### src/rtl/uart_tx_arbiter.sv
// Two-requester 8N1 UART transmitter sharing one TX pin: byte-granular round-robin
// arbitration plus an optional hold window that keeps a packet from one owner contiguous.
module uart_tx_arbiter #(
    parameter int unsigned CLK_FREQ    = 50000000,
    parameter int unsigned BAUD        = 1000000,
    parameter int unsigned HOLD_CYCLES = 64
) (
    input  logic       clk_i,
    input  logic       rst_i,
    input  logic       in0_valid_i,
    input  logic [7:0] in0_data_i,
    output logic       in0_ready_o,
    input  logic       in1_valid_i,
    input  logic [7:0] in1_data_i,
    output logic       in1_ready_o,
    output logic       txd_o,
    output logic       busy_o,
    output logic       owner_o
);

    localparam int unsigned DIV = CLK_FREQ / BAUD;
    localparam int unsigned BW  = (DIV >= 2) ? $clog2(DIV) : 1;
    localparam int unsigned HW  = (HOLD_CYCLES > 0) ? $clog2(HOLD_CYCLES + 1) : 1;

    localparam logic [BW-1:0] BAUD_LAST = BW'(DIV - 1);
    localparam logic [BW-1:0] BAUD_STOP = BW'(DIV - 2);
    localparam logic [HW-1:0] HOLD_LOAD = HW'(HOLD_CYCLES);

    if (DIV < 2) begin : g_bad_div
        $error("uart_tx_arbiter: CLK_FREQ/BAUD must be at least 2");
    end

    typedef enum logic [1:0] {IDLE, START, DATA, STOP} state_t;

    state_t        state;
    state_t        state_next;
    logic [BW-1:0] baud_cnt;
    logic [2:0]    bit_idx;
    logic [7:0]    shift;
    logic [HW-1:0] hold_cnt;
    logic          owner;
    logic          txd;
    logic          busy;
    logic          lock;
    logic          bit_end;
    logic          grant;
    logic          sel;

    assign lock    = (hold_cnt != '0);
    assign bit_end = (baud_cnt == BAUD_LAST);

    always_ff @(posedge clk_i or posedge rst_i) begin
        if (rst_i) begin
            state <= IDLE;
        end else begin
            state <= state_next;
        end
    end

    always_comb begin
        grant      = 1'b0;
        sel        = owner;
        state_next = state;
        case (state)
            IDLE: begin
                if (!rst_i) begin
                    if (lock) begin
                        grant = owner ? in1_valid_i : in0_valid_i;
                    end else if (in0_valid_i && in1_valid_i) begin
                        grant = 1'b1;
                        sel   = ~owner;
                    end else if (in0_valid_i) begin
                        grant = 1'b1;
                        sel   = 1'b0;
                    end else if (in1_valid_i) begin
                        grant = 1'b1;
                        sel   = 1'b1;
                    end
                end
                if (grant) begin
                    state_next = START;
                end
            end
            START: begin
                if (bit_end) begin
                    state_next = DATA;
                end
            end
            DATA: begin
                if (bit_end && bit_idx == 3'd7) begin
                    state_next = STOP;
                end
            end
            // STOP covers DIV-1 cycles; the final stop cycle is spent in IDLE so a
            // new byte can be accepted there and frames run back-to-back.
            STOP: begin
                if (baud_cnt == BAUD_STOP) begin
                    state_next = IDLE;
                end
            end
            default: state_next = IDLE;
        endcase
        in0_ready_o = grant && !sel;
        in1_ready_o = grant && sel;
    end

    always_ff @(posedge clk_i or posedge rst_i) begin
        if (rst_i) begin
            txd      <= 1'b1;
            busy     <= 1'b0;
            owner    <= 1'b0;
            shift    <= '0;
            baud_cnt <= '0;
            bit_idx  <= '0;
            hold_cnt <= '0;
        end else begin
            case (state)
                IDLE: begin
                    baud_cnt <= '0;
                    bit_idx  <= '0;
                    if (grant) begin
                        shift <= sel ? in1_data_i : in0_data_i;
                        owner <= sel;
                        txd   <= 1'b0;
                        busy  <= 1'b1;
                    end else begin
                        busy <= 1'b0;
                        if (lock) begin
                            hold_cnt <= hold_cnt - HW'(1);
                        end
                    end
                end
                START: begin
                    if (bit_end) begin
                        baud_cnt <= '0;
                        txd      <= shift[0];
                    end else begin
                        baud_cnt <= baud_cnt + BW'(1);
                    end
                end
                DATA: begin
                    if (bit_end) begin
                        baud_cnt <= '0;
                        bit_idx  <= bit_idx + 3'd1;
                        shift    <= shift >> 1;
                        txd      <= (bit_idx == 3'd7) ? 1'b1 : shift[1];
                    end else begin
                        baud_cnt <= baud_cnt + BW'(1);
                    end
                end
                STOP: begin
                    if (baud_cnt == BAUD_STOP) begin
                        baud_cnt <= '0;
                        hold_cnt <= HOLD_LOAD;
                    end else begin
                        baud_cnt <= baud_cnt + BW'(1);
                    end
                end
                default: begin
                    baud_cnt <= '0;
                end
            endcase
        end
    end

    assign txd_o   = txd;
    assign busy_o  = busy;
    assign owner_o = owner;

endmodule

### config.mk
export PLATFORM = sky130hd
export DESIGN_NAME = uart_tx_arbiter
export DESIGN_NICKNAME = d
export VERILOG_FILES = /design/src/rtl/uart_tx_arbiter.sv
export SDC_FILE = /design/constraint.sdc
export NUM_CORES = 1
export LEC_CHECK = 0
export ABC_AREA = 1
export BUFFER_PORTS_ARGS = -buffer_cell sky130_fd_sc_hd__buf_2
export CORE_MARGIN = 2
export CORE_UTILIZATION = 51
export CTS_CLUSTER_SIZE = 24
export DETAILED_ROUTE_END_ITERATION = 16
export HOLD_SLACK_MARGIN = 0.03
export PLACE_DENSITY = 0.77
export SETUP_SLACK_MARGIN = 0.3
export SLEW_MARGIN = 15
export SYNTH_ARGS = -nofsm -noshare
export SYNTH_HDL_FRONTEND = slang
export SYNTH_SLANG_ARGS = --single-unit
### constraint.sdc
create_clock -name clk_i -period 2.4 [get_ports clk_i]
set_clock_uncertainty 0.15 [all_clocks]
set_input_delay 0.48 -clock clk_i [delete_from_list [all_inputs] [get_ports clk_i]]
set_output_delay 0.48 -clock clk_i [all_outputs]
set_load 0.02 [all_outputs]
After elaboration in Yosys (flattened, before gate mapping)
Index checks and enable logic that the tools add are counted.
{"block": "totals", "reg_bits": 29, "in_bits": 20, "mem_bits_rw": 0, "out_inout_bits": 5, "romBits": 0, "latchBits": 0, "mem_count": 0, "wordCells": 81}
{"block": "op_classes", "n_reduce_logical": 17, "n_addsub": 3, "order_cmp": 0, "shift": 0, "n_eq_ne": 14, "mux": 38, "bitwise": 1, "n_div": 0, "multipliers": 0}
{"cell": "2-to-1 mux 8 bit", "n": 3}
{"cell": "2-to-1 mux 7 bit", "n": 3}
{"cell": "2-to-1 mux 1 bit", "n": 19}
{"cell": "case mux 6 bit (3 select lines)", "n": 1}
{"cell": "inequality test 2 bit, second input constant", "n": 8}
{"cell": "case mux 8 bit (2 select lines)", "n": 1}
{"cell": "case mux 7 bit (2 select lines)", "n": 1}
{"cell": "equality test 6 bit, second input constant", "n": 2}
{"cell": "2-to-1 mux 6 bit", "n": 2}
{"cell": "AND reduction 4 bit", "n": 3}
{"cell": "2-to-1 mux 2 bit", "n": 4}
{"cell": "case mux 2 bit (4 select lines)", "n": 1}
{"cell": "nonzero test 7 bit", "n": 1}
{"cell": "subtractor 7 x 1 -> 7 bit, second input constant", "n": 1}
{"cell": "adder 6 x 1 -> 6 bit, second input constant", "n": 1}
{"cell": "case mux 3 bit (2 select lines)", "n": 1}
{"cell": "equality test 2 bit, second input constant", "n": 2}
{"cell": "logical AND 1 bit", "n": 4}
{"cell": "AND reduction 2 bit", "n": 2}
{"cell": "nonzero test 2 bit", "n": 2}
{"cell": "adder 3 x 1 -> 3 bit, second input constant", "n": 1}
{"cell": "equality test 3 bit, second input constant", "n": 1}
{"cell": "2-to-1 mux 3 bit", "n": 1}
{"cell": "case mux 1 bit (3 select lines)", "n": 1}
{"cell": "other kinds (7)", "n": 7}

Longest topological paths before layout
{"block": "logic_depth", "word_depth": 9, "mapped_depth": 13, "mapped_depth_nobuf": 12}

Worst setup path before layout
Ideal clock, no wire load.
{"block": "synth_path", "kind": "input to output", "startpoint": "input port rst_i", "endpoint": "output port in1_ready_o", "path_slack_ps": -318, "path_buffers": 0, "required_time_ps": 1770, "stages": 3, "arrival_time_ps": 2088, "path_cell_list": "inv_1 > nand4_2 > a21oi_1"}
{"block": "synth_via", "elab_chain_len": 4, "word_cells_on_any_way": 6, "classes_between": "mux (5); reduce/logical (1)"}
{"item": "start, declared", "line": "9", "rtl": "input logic rst_i,"}
{"item": "2-to-1 mux 1 bit", "line": "66", "rtl": "if (!rst_i) begin"}
{"item": "2-to-1 mux 1 bit (2 in a row)", "line": "64", "rtl": "case (state)"}
{"item": "logical AND 1 bit *", "line": "104", "rtl": "in1_ready_o = grant && sel;"}
{"item": "end, declared", "line": "15", "rtl": "output logic in1_ready_o,"}
Mark *: on every way between the ends. The rest lies on a longest branch, timed or not. The select of a mux whose other input is x is not followed.

Worst setup path after layout
{"block": "layout_path", "startpoint": "register hold_cnt[0]", "endpoint": "output port in1_ready_o"}
{"block": "layout_via", "elab_chain_len": 6, "word_cells_on_any_way": 9, "classes_between": "mux (7); reduce/logical (2)"}
{"item": "start, declared", "line": "40", "rtl": "logic [HW-1:0] hold_cnt;"}
{"item": "start signal, assigned", "line": "129", "rtl": "hold_cnt <= hold_cnt - HW'(1);"}
{"item": "nonzero test 7 bit *", "line": "49", "rtl": "assign lock = (hold_cnt != '0);"}
{"item": "2-to-1 mux 1 bit", "line": "67", "rtl": "if (lock) begin"}
{"item": "2-to-1 mux 1 bit", "line": "66"}
{"item": "2-to-1 mux 1 bit (2 in a row)", "line": "64"}
{"item": "logical AND 1 bit *", "line": "104"}
Marks and branches as above.

==> flow_metrics.env <==
export IMPL_cts_htree_levels=2
export IMPL_timing_worst_slew_pin_value_ns=0.433
export IMPL_cts_root_buffer_cell="clkbuf_4"
export IMPL_dp_hpwl_um=2700
export IMPL_cts_tree="done"
export IMPL_synth_top_flop_cell="dfrtp_1"
export IMPL_relSlewSlack_pct=71.1
export IMPL_synth_cell_area_um2=1830
export IMPL_fillers=256
export IMPL_sum_of_met3_wire_segment_lengths_after_detailed_routing_um=178
export IMPL_critical_path_max_stage_delay_ns=0.40
export IMPL_cts_inserted_buffers=5
export IMPL_critPathMaxFanout=3
export IMPL_run_status="complete, no violations"
export IMPL_diodes=0
export IMPL_top_cells_by_area_synth="dfrtp_1, nand2_1, ha_1"
export IMPL_timing_worst_setup_path_type="register to output port"
export IMPL_grt_start_max_net_pins=28
export IMPL_die_area_um2=4080
export IMPL_worstSetupEndpointType="output port"
export IMPL_postSynthNetCount=265
export IMPL_clock_fmax_mhz=425
export IMPL_synthSimpleGateAreaFrac_pct=33.7
export IMPL_period_share_pct=98.1
export IMPL_yosysTopAreaCell="dfrtp_1"
export IMPL_final_period_minus_worst_setup_slack_ns=2.35
export IMPL_antenna_found_initial=0
export IMPL_port_buffer_count=24
export IMPL_yosys_register_bits=29
export IMPL_synthAdderAreaFrac_pct=8.22
export IMPL_num_rows=21
export IMPL_required_ns=1.77
export IMPL_first_pass_grt_wire_length_um=6800
export IMPL_num_nets_final=321
export IMPL_muxShareOfSynthArea_pct=0.548
export IMPL_drt_met1_wl_um=1900
export IMPL_multi_input_comb_area_um2=1070
export IMPL_fin_hold_ws_ns=0.209
export IMPL_pre_cts_slack_ns=0.216
export IMPL_synthXorXnorAreaFrac_pct=3.36
export IMPL_die_height_um=63.9
export IMPL_yosysMostFrequentCell="nand2_1"
export IMPL_clock_sinks=29
export IMPL_total_power_mw=2.87
export IMPL_clk_pin_slew_worst_paths_ns=0.11
export IMPL_gpl_congestion=0.841
export IMPL_floorplan_core_area_um2=3390
export IMPL_share_of_synthesized_registers_carrying_an_async_set_or_reset_pct=100
export IMPL_hold_violations=0
export IMPL_clk_insertion_delay_late_ns=0.34
export IMPL_synth_top_area_share_pct=38.4
export IMPL_worstHoldPathType="input port to async pin"
export IMPL_grt_total_usage_pct=21.5
export IMPL_cp_num_buf_inv=3
export IMPL_drtPass1Iterations=4
export IMPL_critPathSlowestCell="dfrtp_1"
export IMPL_via_count=1726
export IMPL_synth_compound_area_share_pct=7.88
export IMPL_routed_via_density=5.14
export IMPL_cap_violations=0
export IMPL_initial_core_util_pct=53.9
export IMPL_report_final_setup_viol=0
export IMPL_synth_warning_count=0
export IMPL_wl_met2_um=2030
export IMPL_cpLargestDelayFamily="simple AND/OR/NAND/NOR gates"
export IMPL_crit_chain="inv_2 -> ha_4 -> nand2_4 -> nor2_4 -> nand4_1 -> nand2_4 -> buf_6 -> a21oi_4 -> buf_6"
export IMPL_topRoutingLayerUsed="met4"
export IMPL_regArea_um2=727
export IMPL_routed_wl_um=4160
export IMPL_grt_setup_unrepaired="yes"
export IMPL_final_critical_path_setup_slack_ns=0.0465
export IMPL_max_clock_path_buffers=2
export IMPL_io_pin_count=25
export IMPL_setup_tns_final_ns=0
export IMPL_synthCells=233
export IMPL_vdd_ir_drop_max_v=0.000493
export IMPL_worst_endpoint_arrival_ns=1.72
export IMPL_wire_length_per_cell_after_detailed_routing_um=12.4
export IMPL_post_synth_edffs=0
export IMPL_drc=0
export IMPL_dr_first_iter_drc_count=120
export IMPL_number_of_global_route_vias_before_repair=1610
export IMPL_reg2reg_slack_ns=0.41
export IMPL_synthTopCellsByCount="nand2_1, dfrtp_1, nor2_1"
export IMPL_global_route_overflow_total=0
export IMPL_syn_mean_instance_area_um2=7.84
export IMPL_ant_nets=0
export IMPL_leakage_nw=1.21
export IMPL_die_width_um=63.9
export IMPL_yosys_cell_types_count=28
export IMPL_power_per_cell_area_nw_per_um2=1230
export IMPL_ys_seq_area_share_pct=39.8
export IMPL_critical_path_launch_point_type="register"
export IMPL_area_delta_synth_final_pct=28.3
export IMPL_synth_top_family_by_area="simple AND/OR/NAND/NOR gates"
export IMPL_finalMaxSlewViolations=0
export IMPL_drive_gt1_share_pct=30.3
==> repair_timing <==
action                                 4_1_cts  5_1_grt
hold buffers                                 1        0
pin swaps                                    6        9
setup endpoints to repair                    2       11
setup buffers                               10       13
gates resized for setup                     15        5
endpoints found under the hold margin        2        0
cloned                                       0        1
==> cell type report <==
type | count | share of cell area [%]
clock buffer | 8 | 2.08
inverter | 23 | 4.00
multi-input combinational | 178 | 45.5
tap | 46 | 2.46
sequential | 29 | 31.0
timing repair buffer | 52 | 14.9
==> power by group <==
group,switching [mW],internal [mW],leakage (nW)
Combinational,1.04,0.748,0.810
Clock,0.169,0.117,0.0265
Sequential,0.128,0.669,0.372
Total,1.34,1.53,1.21
==> through the flow <==
step	cells	cell area [um2]	utilization, %
6_report	336	2340	69.1
5_1_grt	336	2340	69.1
3_3_place_gp	303	2030	60.0
3_5_place_dp	303	2030	60.0
4_1_cts	322	2230	65.7
2_1_floorplan	233	1860	-
==> worst paths after layout <==
check                              start     endpoint  cells past startpoint
max                          hold_cnt[0]  in1_ready_o                      9
min                                rst_i     shift[0]                      3
max reg2reg                     state[0]  hold_cnt[1]                      9
min reg2reg                     shift[3]     shift[3]                      2
max in group asynchronous          rst_i      owner_o                      3
min in group clk_i         in1_data_i[4]     shift[4]                      5
==> layer usage <==
metal	vias to the layer above	GRT usage (%)
li1	858	-
met1	827	26.9
met2	33	35.2
met3	8	6.34
met4	0	7.88
met5	-	0
==> flip-flops by register name, summed over array words and instances, names as in the netlist <==
register,flops
busy_o,1
txd_o,1
hold_cnt,7
bit_idx,3
owner_o,1
baud_cnt,6
state,2
shift,8
==> placed cells by master, fill, tap and decap left out, types with 2 or more instances in the layout <==
| cell | synthesis | routed |
|---|---|---|
| ha_1 | 12 | 10 |
| buf_4 | 0 | 26 |
| inv_1 | 23 | 19 |
| nor2_4 | 1 | 3 |
| nor2_1 | 27 | 26 |
| nand2_4 | 3 | 4 |
| o21ai_1 | 7 | 8 |
| buf_2 | 2 | 22 |
| a21oi_1 | 5 | 3 |
| buf_6 | 2 | 3 |
| nand4_1 | 3 | 3 |
| nand2_2 | 6 | 6 |
| clkbuf_1 | 0 | 3 |
| nand3_1 | 25 | 25 |
| clkinvlp_4 | 0 | 2 |
| nor2_2 | 6 | 5 |
| clkbuf_4 | 0 | 5 |
| o21ai_0 | 9 | 8 |
| xor2_1 | 6 | 6 |
| nand2_1 | 57 | 56 |
| inv_2 | 0 | 2 |
| dfrtp_1 | 28 | 28 |
==> worst min-delay path: cells and delay by family <==
family                 cells  cell delay [ns]
buffers and inverters      3             0.63
==> kinds of logic (layout without fill, tap and decap cells) <==
logic type                 count (synthesis)  after routing
adders and majority gates                 12             12
DFF                                       29             29
and+or+nand+nor                          132            133
buffers and inverters                     27             83
xor gates and xnor gates                   7              7
AOI/OAI and AO/OA                         25             25
muxes                                      1              1
No activity file was read; power rests on OpenSTA's default activity.
